### config.mk
export PLATFORM = sky130hd
export DESIGN_NAME = iguana_hyper_cfg_seq
export DESIGN_NICKNAME = d
export VERILOG_FILES = /design/src/rtl/iguana_pkg.sv /design/src/rtl/iguana_hyper_cfg_seq.sv
export SDC_FILE = /design/constraint.sdc
export NUM_CORES = 1
export LEC_CHECK = 0
export CORE_AREA = 2 2 83 85
export CTS_CLUSTER_SIZE = 10
export DETAILED_ROUTE_END_ITERATION = 6
export DIE_AREA = 0 0 85 87
export PLACE_DENSITY = 0.92
export SKIP_LAST_GASP = 1
export SLEW_MARGIN = 30
export SYNTH_ARGS = -nofsm -noshare
export SYNTH_HDL_FRONTEND = slang
export SYNTH_SLANG_ARGS = --single-unit
### constraint.sdc
create_clock -name clk_i -period 2.26 [get_ports clk_i]
set_clock_uncertainty 0.05 [all_clocks]
set_input_delay 0.452 -clock clk_i [delete_from_list [all_inputs] [get_ports clk_i]]
set_output_delay 0.452 -clock clk_i [all_outputs]
set_load 0.01 [all_outputs]
### src/rtl/iguana_pkg.sv
// Shared types and default HyperBus configuration table for the Iguana SoC.
// IGUANA_HYPCFG_READBACK_EN adds the READ state to the sequencer state type.
package iguana_pkg;

  typedef struct packed {
    logic [31:0] addr;
    logic [31:0] data;
  } hyp_cfg_entry_t;

  typedef struct packed {
    logic [31:0] addr;
    logic        write;
    logic [31:0] wdata;
    logic [3:0]  wstrb;
    logic        valid;
  } reg_req_t;

  typedef struct packed {
    logic [31:0] rdata;
    logic        error;
    logic        ready;
  } reg_rsp_t;

  typedef enum logic [2:0] {
    ST_WAIT,
    ST_WRITE,
`ifdef IGUANA_HYPCFG_READBACK_EN
    ST_READ,
`endif
    ST_DONE,
    ST_DRAIN
  } hypcfg_state_e;

  localparam int unsigned HypCfgNumEntries = 4;
  localparam int unsigned HypCfgWaitCycles = 100;

  // Entry 0 is the rightmost element; latency and timing registers of the controller.
  localparam hyp_cfg_entry_t [HypCfgNumEntries-1:0] HypCfgTable = {
    {32'h0000_001C, 32'h0000_0001},
    {32'h0000_0010, 32'h0000_0003},
    {32'h0000_0008, 32'h0000_0006},
    {32'h0000_0004, 32'h0000_0006}
  };

endpackage

### src/rtl/iguana_hyper_cfg_seq.sv
// Post-reset HyperBus configuration sequencer and register-bus arbiter.
// IGUANA_HYPCFG_READBACK_EN: verify each written entry with a read before advancing.
module iguana_hyper_cfg_seq
  import iguana_pkg::*;
#(
  parameter int unsigned NumEntries = HypCfgNumEntries,
  parameter hyp_cfg_entry_t [((NumEntries > 0) ? NumEntries : 1)-1:0] CfgTable = HypCfgTable,
  parameter int unsigned WaitCycles = HypCfgWaitCycles
) (
  input  logic     clk_i,
  input  logic     rst_ni,
  input  logic     restart_i,
  input  reg_req_t reg_slv_req_i,
  output reg_rsp_t reg_slv_rsp_o,
  output reg_req_t reg_mst_req_o,
  input  reg_rsp_t reg_mst_rsp_i,
  output logic     busy_o,
  output logic     done_o,
  output logic     err_o
);

  localparam int unsigned NE   = (NumEntries > 0) ? NumEntries : 1;
  localparam int unsigned CntW = (WaitCycles > 0) ? $clog2(WaitCycles + 1) : 1;
  localparam int unsigned IdxW = (NumEntries > 1) ? $clog2(NumEntries) : 1;
  localparam logic [CntW-1:0] CntInit = CntW'(WaitCycles);
  localparam logic [IdxW-1:0] LastIdx = IdxW'(NE - 1);

  hypcfg_state_e   state_q, state_d;
  logic [CntW-1:0] cnt_q, cnt_d;
  logic [IdxW-1:0] idx_q, idx_d;
  logic            err_q, err_d;
  logic            done_q, busy_q;
  logic            restart;
  hyp_cfg_entry_t  entry;

  // Constant table mux; a loop keeps the index width independent of NE.
  always_comb begin
    entry = '0;
    for (int i = 0; i < NE; i++) begin
      if (idx_q == IdxW'(i)) entry = CfgTable[i];
    end
  end

  always_comb begin
    state_d       = state_q;
    cnt_d         = cnt_q;
    idx_d         = idx_q;
    err_d         = err_q;
    restart       = 1'b0;
    reg_mst_req_o = '0;
    reg_slv_rsp_o = '0;
    unique case (state_q)
      ST_WAIT: begin
        if (cnt_q == '0) state_d = (NumEntries > 0) ? ST_WRITE : ST_DONE;
        else             cnt_d   = cnt_q - CntW'(1);
      end
      ST_WRITE: begin
        reg_mst_req_o.valid = 1'b1;
        reg_mst_req_o.write = 1'b1;
        reg_mst_req_o.wstrb = '1;
        reg_mst_req_o.addr  = entry.addr;
        reg_mst_req_o.wdata = entry.data;
        if (reg_mst_rsp_i.ready) begin
          if (reg_mst_rsp_i.error) begin
            err_d   = 1'b1;
            state_d = ST_DONE;
          end
`ifdef IGUANA_HYPCFG_READBACK_EN
          else state_d = ST_READ;
`else
          else if (idx_q == LastIdx) state_d = ST_DONE;
          else                       idx_d   = idx_q + IdxW'(1);
`endif
        end
      end
`ifdef IGUANA_HYPCFG_READBACK_EN
      ST_READ: begin
        reg_mst_req_o.valid = 1'b1;
        reg_mst_req_o.addr  = entry.addr;
        if (reg_mst_rsp_i.ready) begin
          if (reg_mst_rsp_i.error || (reg_mst_rsp_i.rdata != entry.data)) begin
            err_d   = 1'b1;
            state_d = ST_DONE;
          end else if (idx_q == LastIdx) begin
            state_d = ST_DONE;
          end else begin
            idx_d   = idx_q + IdxW'(1);
            state_d = ST_WRITE;
          end
        end
      end
`endif
      ST_DONE: begin
        reg_mst_req_o = reg_slv_req_i;
        reg_slv_rsp_o = reg_mst_rsp_i;
        // Never cut an in-flight SoC transfer: finish it in DRAIN first.
        if (restart_i) begin
          if (reg_slv_req_i.valid) state_d = ST_DRAIN;
          else                     restart = 1'b1;
        end
      end
      ST_DRAIN: begin
        reg_mst_req_o = reg_slv_req_i;
        reg_slv_rsp_o = reg_mst_rsp_i;
        if (!reg_slv_req_i.valid || reg_mst_rsp_i.ready) restart = 1'b1;
      end
      default: state_d = ST_WAIT;
    endcase
    if (restart) begin
      state_d = ST_WAIT;
      cnt_d   = CntInit;
      idx_d   = '0;
      err_d   = 1'b0;
    end
  end

  always_ff @(posedge clk_i or negedge rst_ni) begin
    if (!rst_ni) begin
      state_q <= ST_WAIT;
      cnt_q   <= CntInit;
      idx_q   <= '0;
      err_q   <= 1'b0;
      done_q  <= 1'b0;
      busy_q  <= 1'b1;
    end else begin
      state_q <= state_d;
      cnt_q   <= cnt_d;
      idx_q   <= idx_d;
      err_q   <= err_d;
      done_q  <= (state_d == ST_DONE);
      busy_q  <= (state_d != ST_DONE);
    end
  end

  assign busy_o = busy_q;
  assign done_o = done_q;
  assign err_o  = err_q;

endmodule

==> PnR_summary.wiki <==
{| class="wikitable"
! Metric !! Value
|-
| Maximum clock frequency || 426 MHz
|-
| Post-Layout Inst Area || 3970 sq um
|-
| Levels on crit path || 4
|-
| Capture point of the worst reg-to-reg path || cnt_q[6]
|-
| Cell type contributing the most total cell area after synthesis || sky130_fd_sc_hd__and2_1
|-
| Setup repair after global routing missed its margin || yes
|-
| Die H || 87 um
|-
| Failing checks || setup timing
|-
| Number of maximum-capacitance violations || 0
|-
| Beginning of the worst hold path || cnt_q[6]
|-
| Detailed route wirelength on metal3 || 711 um
|-
| Topmost layer with routed signal wires || met4
|-
| Arr. time, crit path || 1850 ps
|-
| Path depth of the worst reg2reg path || 6
|-
| Final antenna-violating net count || 0
|-
| Number of H-tree levels || 1
|-
| Number of filler cells placed in the layout || 560
|-
| CP max stage cell || sky130_fd_sc_hd__clkdlybuf4s50_1
|-
| Worst reg-to-reg setup slack || 540 ps
|-
| Total routing usage reported by global routing || 0.192
|-
| Combined area of all synthesized cells || 1570 sq um
|-
| Beginning of the worst register-to-register path || cnt_q[0]
|-
| Unique masters post-synth || 34
|-
| Relative slew slack || 0.552
|-
| Total global routing overflow || 0
|-
| Final setup violation count || 40
|-
| Per-cell routed wire length || 15.7 um
|-
| Root cell of the clock tree || sky130_fd_sc_hd__clkbuf_8
|-
| Count of buffering cells on the critical path with inverters included || 2
|-
| Final Hold Fails || 0
|-
| Setup slack at placement || 72.9 ps
|-
| Largest net degree at the start of global routing || 47
|-
| CP required || 1760 ps
|-
| Layout Nets || 536
|-
| Ratio of routed vias to standard cells || 4.40
|-
| Worst-case clock buffer depth || 2
|-
| WHS Endpoint || cnt_q[6]
|-
| Cell-by-cell listing of the critical path || and2b_4 > buf_12 > and2_1 > clkdlybuf4s50_1
|-
| Number of cells traversed by the worst hold path || 1
|-
| Clock buffer count from CTS || 3
|-
| Number of antenna violations at the first check in global routing || 0
|-
| Total met2 wirelength after detailed routing || 3.73 mm
|-
| Warnings, synthesis || 0
|-
| Worst setup path startpoint || state_q[2]
|-
| Total half-perimeter wirelength after legalization and detailed placement || 6.59 mm
|-
| Clock sink count || 15
|-
| Post-Synthesis Mean Instance Area || 7.48 sq um
|-
| Fraction of the yosys area taken by sequential cells || 0.242
|-
| DIE AREA || 7400 sq um
|-
| Chip width || 85 um
|-
| Number of standard cells after synthesis || 210
|-
| Category of cells accounting for the largest share of critical-path delay || buffers and inverters
|-
| HP Class || flop to flop
|-
| Post-detailed-placement cell area || 3820 sq um
|-
| Final WL || 7.91 mm
|-
| Largest driver fanout on the critical path || 23
|-
| Critical Path Max Stage Delay || 540 ps
|-
| Worst path setup slack after routing || -87.4 ps
|-
| Launching element type of the critical path || flop
|-
| Number of vias after detailed routing || 2,214
|-
| Number of buffer cells added on primary ports || 213
|-
| Shortest period the worst path allows || 2350 ps
|-
| Layout cell share with drive strength beyond 1 || 0.0686
|-
| Boundary pin count || 214
|-
| Peak supply drop || 0.265 mV
|-
| Top flip-flop cell by instance count after synthesis || sky130_fd_sc_hd__dfrtp_1
|-
| Worst Tran Pin Value || 669 ps
|-
| Clk Latency, worst-skew pair || 250 ps
|-
| Post-Syn Nets || 322
|-
| Drt first-iter violations || 105
|-
| Number of placement rows || 30
|-
| Cells taking the most area after synthesis || sky130_fd_sc_hd__and2_1 37%, sky130_fd_sc_hd__dfrtp_1 18%, sky130_fd_sc_hd__dfstp_2 6.7%
|-
| Number of storage elements in the synthesis netlist || 15
|-
| Setup CP Type || flop to output port
|-
| Number of enable-type register cells in the synthesized netlist || 0
|-
| Starting density of the core || 0.239
|-
| Drc violations || 0
|-
| Routed metal-1 wire length || 3.37 mm
|-
| Global-route wire length before repair || 11.2 mm
|-
| Number of optimization iterations in the first detailed-route pass || 4
|-
| Crit end category || output port
|-
| Pins Over Slew Limit || 0
|-
| Signed area change from the synthesized netlist to the final layout || 153%
|-
| Final Cycle Share || 1.04
|-
| Post-layout util || 0.604
|-
| Final weighted congestion in routability-driven placement || 0.780
|-
| N_diodes || 0
|-
| Floorplan Core Area || 6570 sq um
|-
| Vias in the first global route || 2,207
|-
| Async set-or-reset flop fraction in the synthesized netlist || 1.00
|-
| Leakage || 0.00242 uW
|-
| Outcome || finished, violations left
|-
| Clock tree from TritonCTS || done
|-
| Clock-pin slew on the worst setup and hold paths || 70 ps
|-
| Area share of the leading cell type in the synthesized netlist || 0.366
|-
| Power density normalized to cell area || 271 nW/um^2
|}
## worst max path at each step
stage | endpoint | slack [ps]
floorplan | reg_mst_req_o[11] | 520
global placement | reg_slv_rsp_o[8] | 60
detailed placement | reg_slv_rsp_o[32] | 70
finish | reg_slv_rsp_o[33] | -90
global route | reg_slv_rsp_o[33] | -150
CTS | reg_slv_rsp_o[3] | -150
## sequential cells by signal (all words and copies together) (netlist names)
| register | flops |
|---|---|
| cnt_q | 7 |
| state_q | 3 |
| idx_q | 2 |
| busy_o | 1 |
| done_o | 1 |
| err_o | 1 |
## cells in the mapped netlist (all sizes together) (2+ instances only)
library cell and count:
and2 92, nand2 20, nor2 19, dfrtp 11, clkbuf 10, a21o 5, ha 5, o21ai 5
dfstp 4, inv 4, nor3b 4, a211oi 3, a31oi 3, buf 3, nor3 3, or3 3
xnor2 3, mux2i 2, nand3 2
## report_power, final
part	leakage, uW	total [uW]	switching, uW	internal [uW]
logic	0.00222	428	146	282
clock network	0.0000255	224	101	122
registers	0.000178	425	80.1	345
## layout make-up
| cell class | instances | area (sq um) | area share |
|---|---|---|---|
| repair buffers | 222 | 2310 | 0.581 |
| well taps | 80 | 100 | 0.0252 |
| inverters | 4 | 15.0 | 0.00378 |
| clock inverters | 1 | 5.00 | 0.00126 |
| multi-input cells | 178 | 1120 | 0.283 |
| clock buffers | 3 | 41.3 | 0.0104 |
| flip-flops and latches | 15 | 380 | 0.0958 |
## placed cells by master (no fill, tap or decap), types with 2 or more instances in the layout
master                              n
sky130_fd_sc_hd__a211oi_1           2
sky130_fd_sc_hd__a21o_1             4
sky130_fd_sc_hd__a31oi_1            3
sky130_fd_sc_hd__and2_1            92
sky130_fd_sc_hd__buf_12             3
sky130_fd_sc_hd__buf_4              5
sky130_fd_sc_hd__clkbuf_8           3
sky130_fd_sc_hd__clkdlybuf4s50_1  149
sky130_fd_sc_hd__dfrtp_1           11
sky130_fd_sc_hd__dfstp_2            4
sky130_fd_sc_hd__dlygate4sd2_1     27
sky130_fd_sc_hd__dlymetal6s2s_1    36
sky130_fd_sc_hd__ha_1               5
sky130_fd_sc_hd__inv_1              4
sky130_fd_sc_hd__mux2i_1            2
sky130_fd_sc_hd__nand2_1           20
sky130_fd_sc_hd__nand3_1            2
sky130_fd_sc_hd__nor2_1            17
sky130_fd_sc_hd__nor2_2             2
sky130_fd_sc_hd__nor3_1             2
sky130_fd_sc_hd__nor3b_1            3
sky130_fd_sc_hd__o21ai_0            5
sky130_fd_sc_hd__or3_1              2
sky130_fd_sc_hd__xnor2_1            3
## worst register-to-register path: stages (launching register included)
cell and delay (ps):
sky130_fd_sc_hd__dfrtp_1 420, sky130_fd_sc_hd__inv_1 70, sky130_fd_sc_hd__ha_1 180, sky130_fd_sc_hd__nor3b_4 310
sky130_fd_sc_hd__nand2_1 130, sky130_fd_sc_hd__or3_1 320, sky130_fd_sc_hd__a21o_1 180
## metal layers
layer / global-route usage / vias up
met5: 0 / -
met1: 0.249 / 981
met3: 0.0597 / 8
met2: 0.316 / 137
li1: - / 1088
met4: 0.0375 / 0
## what timing repair did
| item | in CTS | in global routing |
|---|---|---|
| cloned | 0 | 1 |
| setup buffers | 1 | 0 |
| hold buffers | 0 | 0 |
| gates resized for setup | 29 | 42 |
| endpoints found under the setup margin | 104 | 77 |
## metrics by stage
step	TNS (ps)	power, uW	hold slack, ps	cells
6_report	-2240	1080	482	503
5_1_grt	-5250	1140	493	503
4_1_cts	-6410	1080	483	502
3_5_place_dp	0	854	473	497
3_3_place_gp	0	838	458	497
2_1_floorplan	0	609	106	210
## kinds of logic after synthesis
family                   count (synthesis)  share of synthesized area
AO/OA/AOI/OAI                           21                      0.104
XOR/XNOR                                 3                     0.0167
adder cells (fa/ha/maj)                  5                     0.0398
buffers and inverters                   17                     0.0470
flip-flops                              15                      0.242
multiplexers                             2                     0.0127
other                                    1                    0.00239
AND/OR/NAND/NOR                        146                      0.536
No activity file was read; power rests on OpenSTA's default activity.
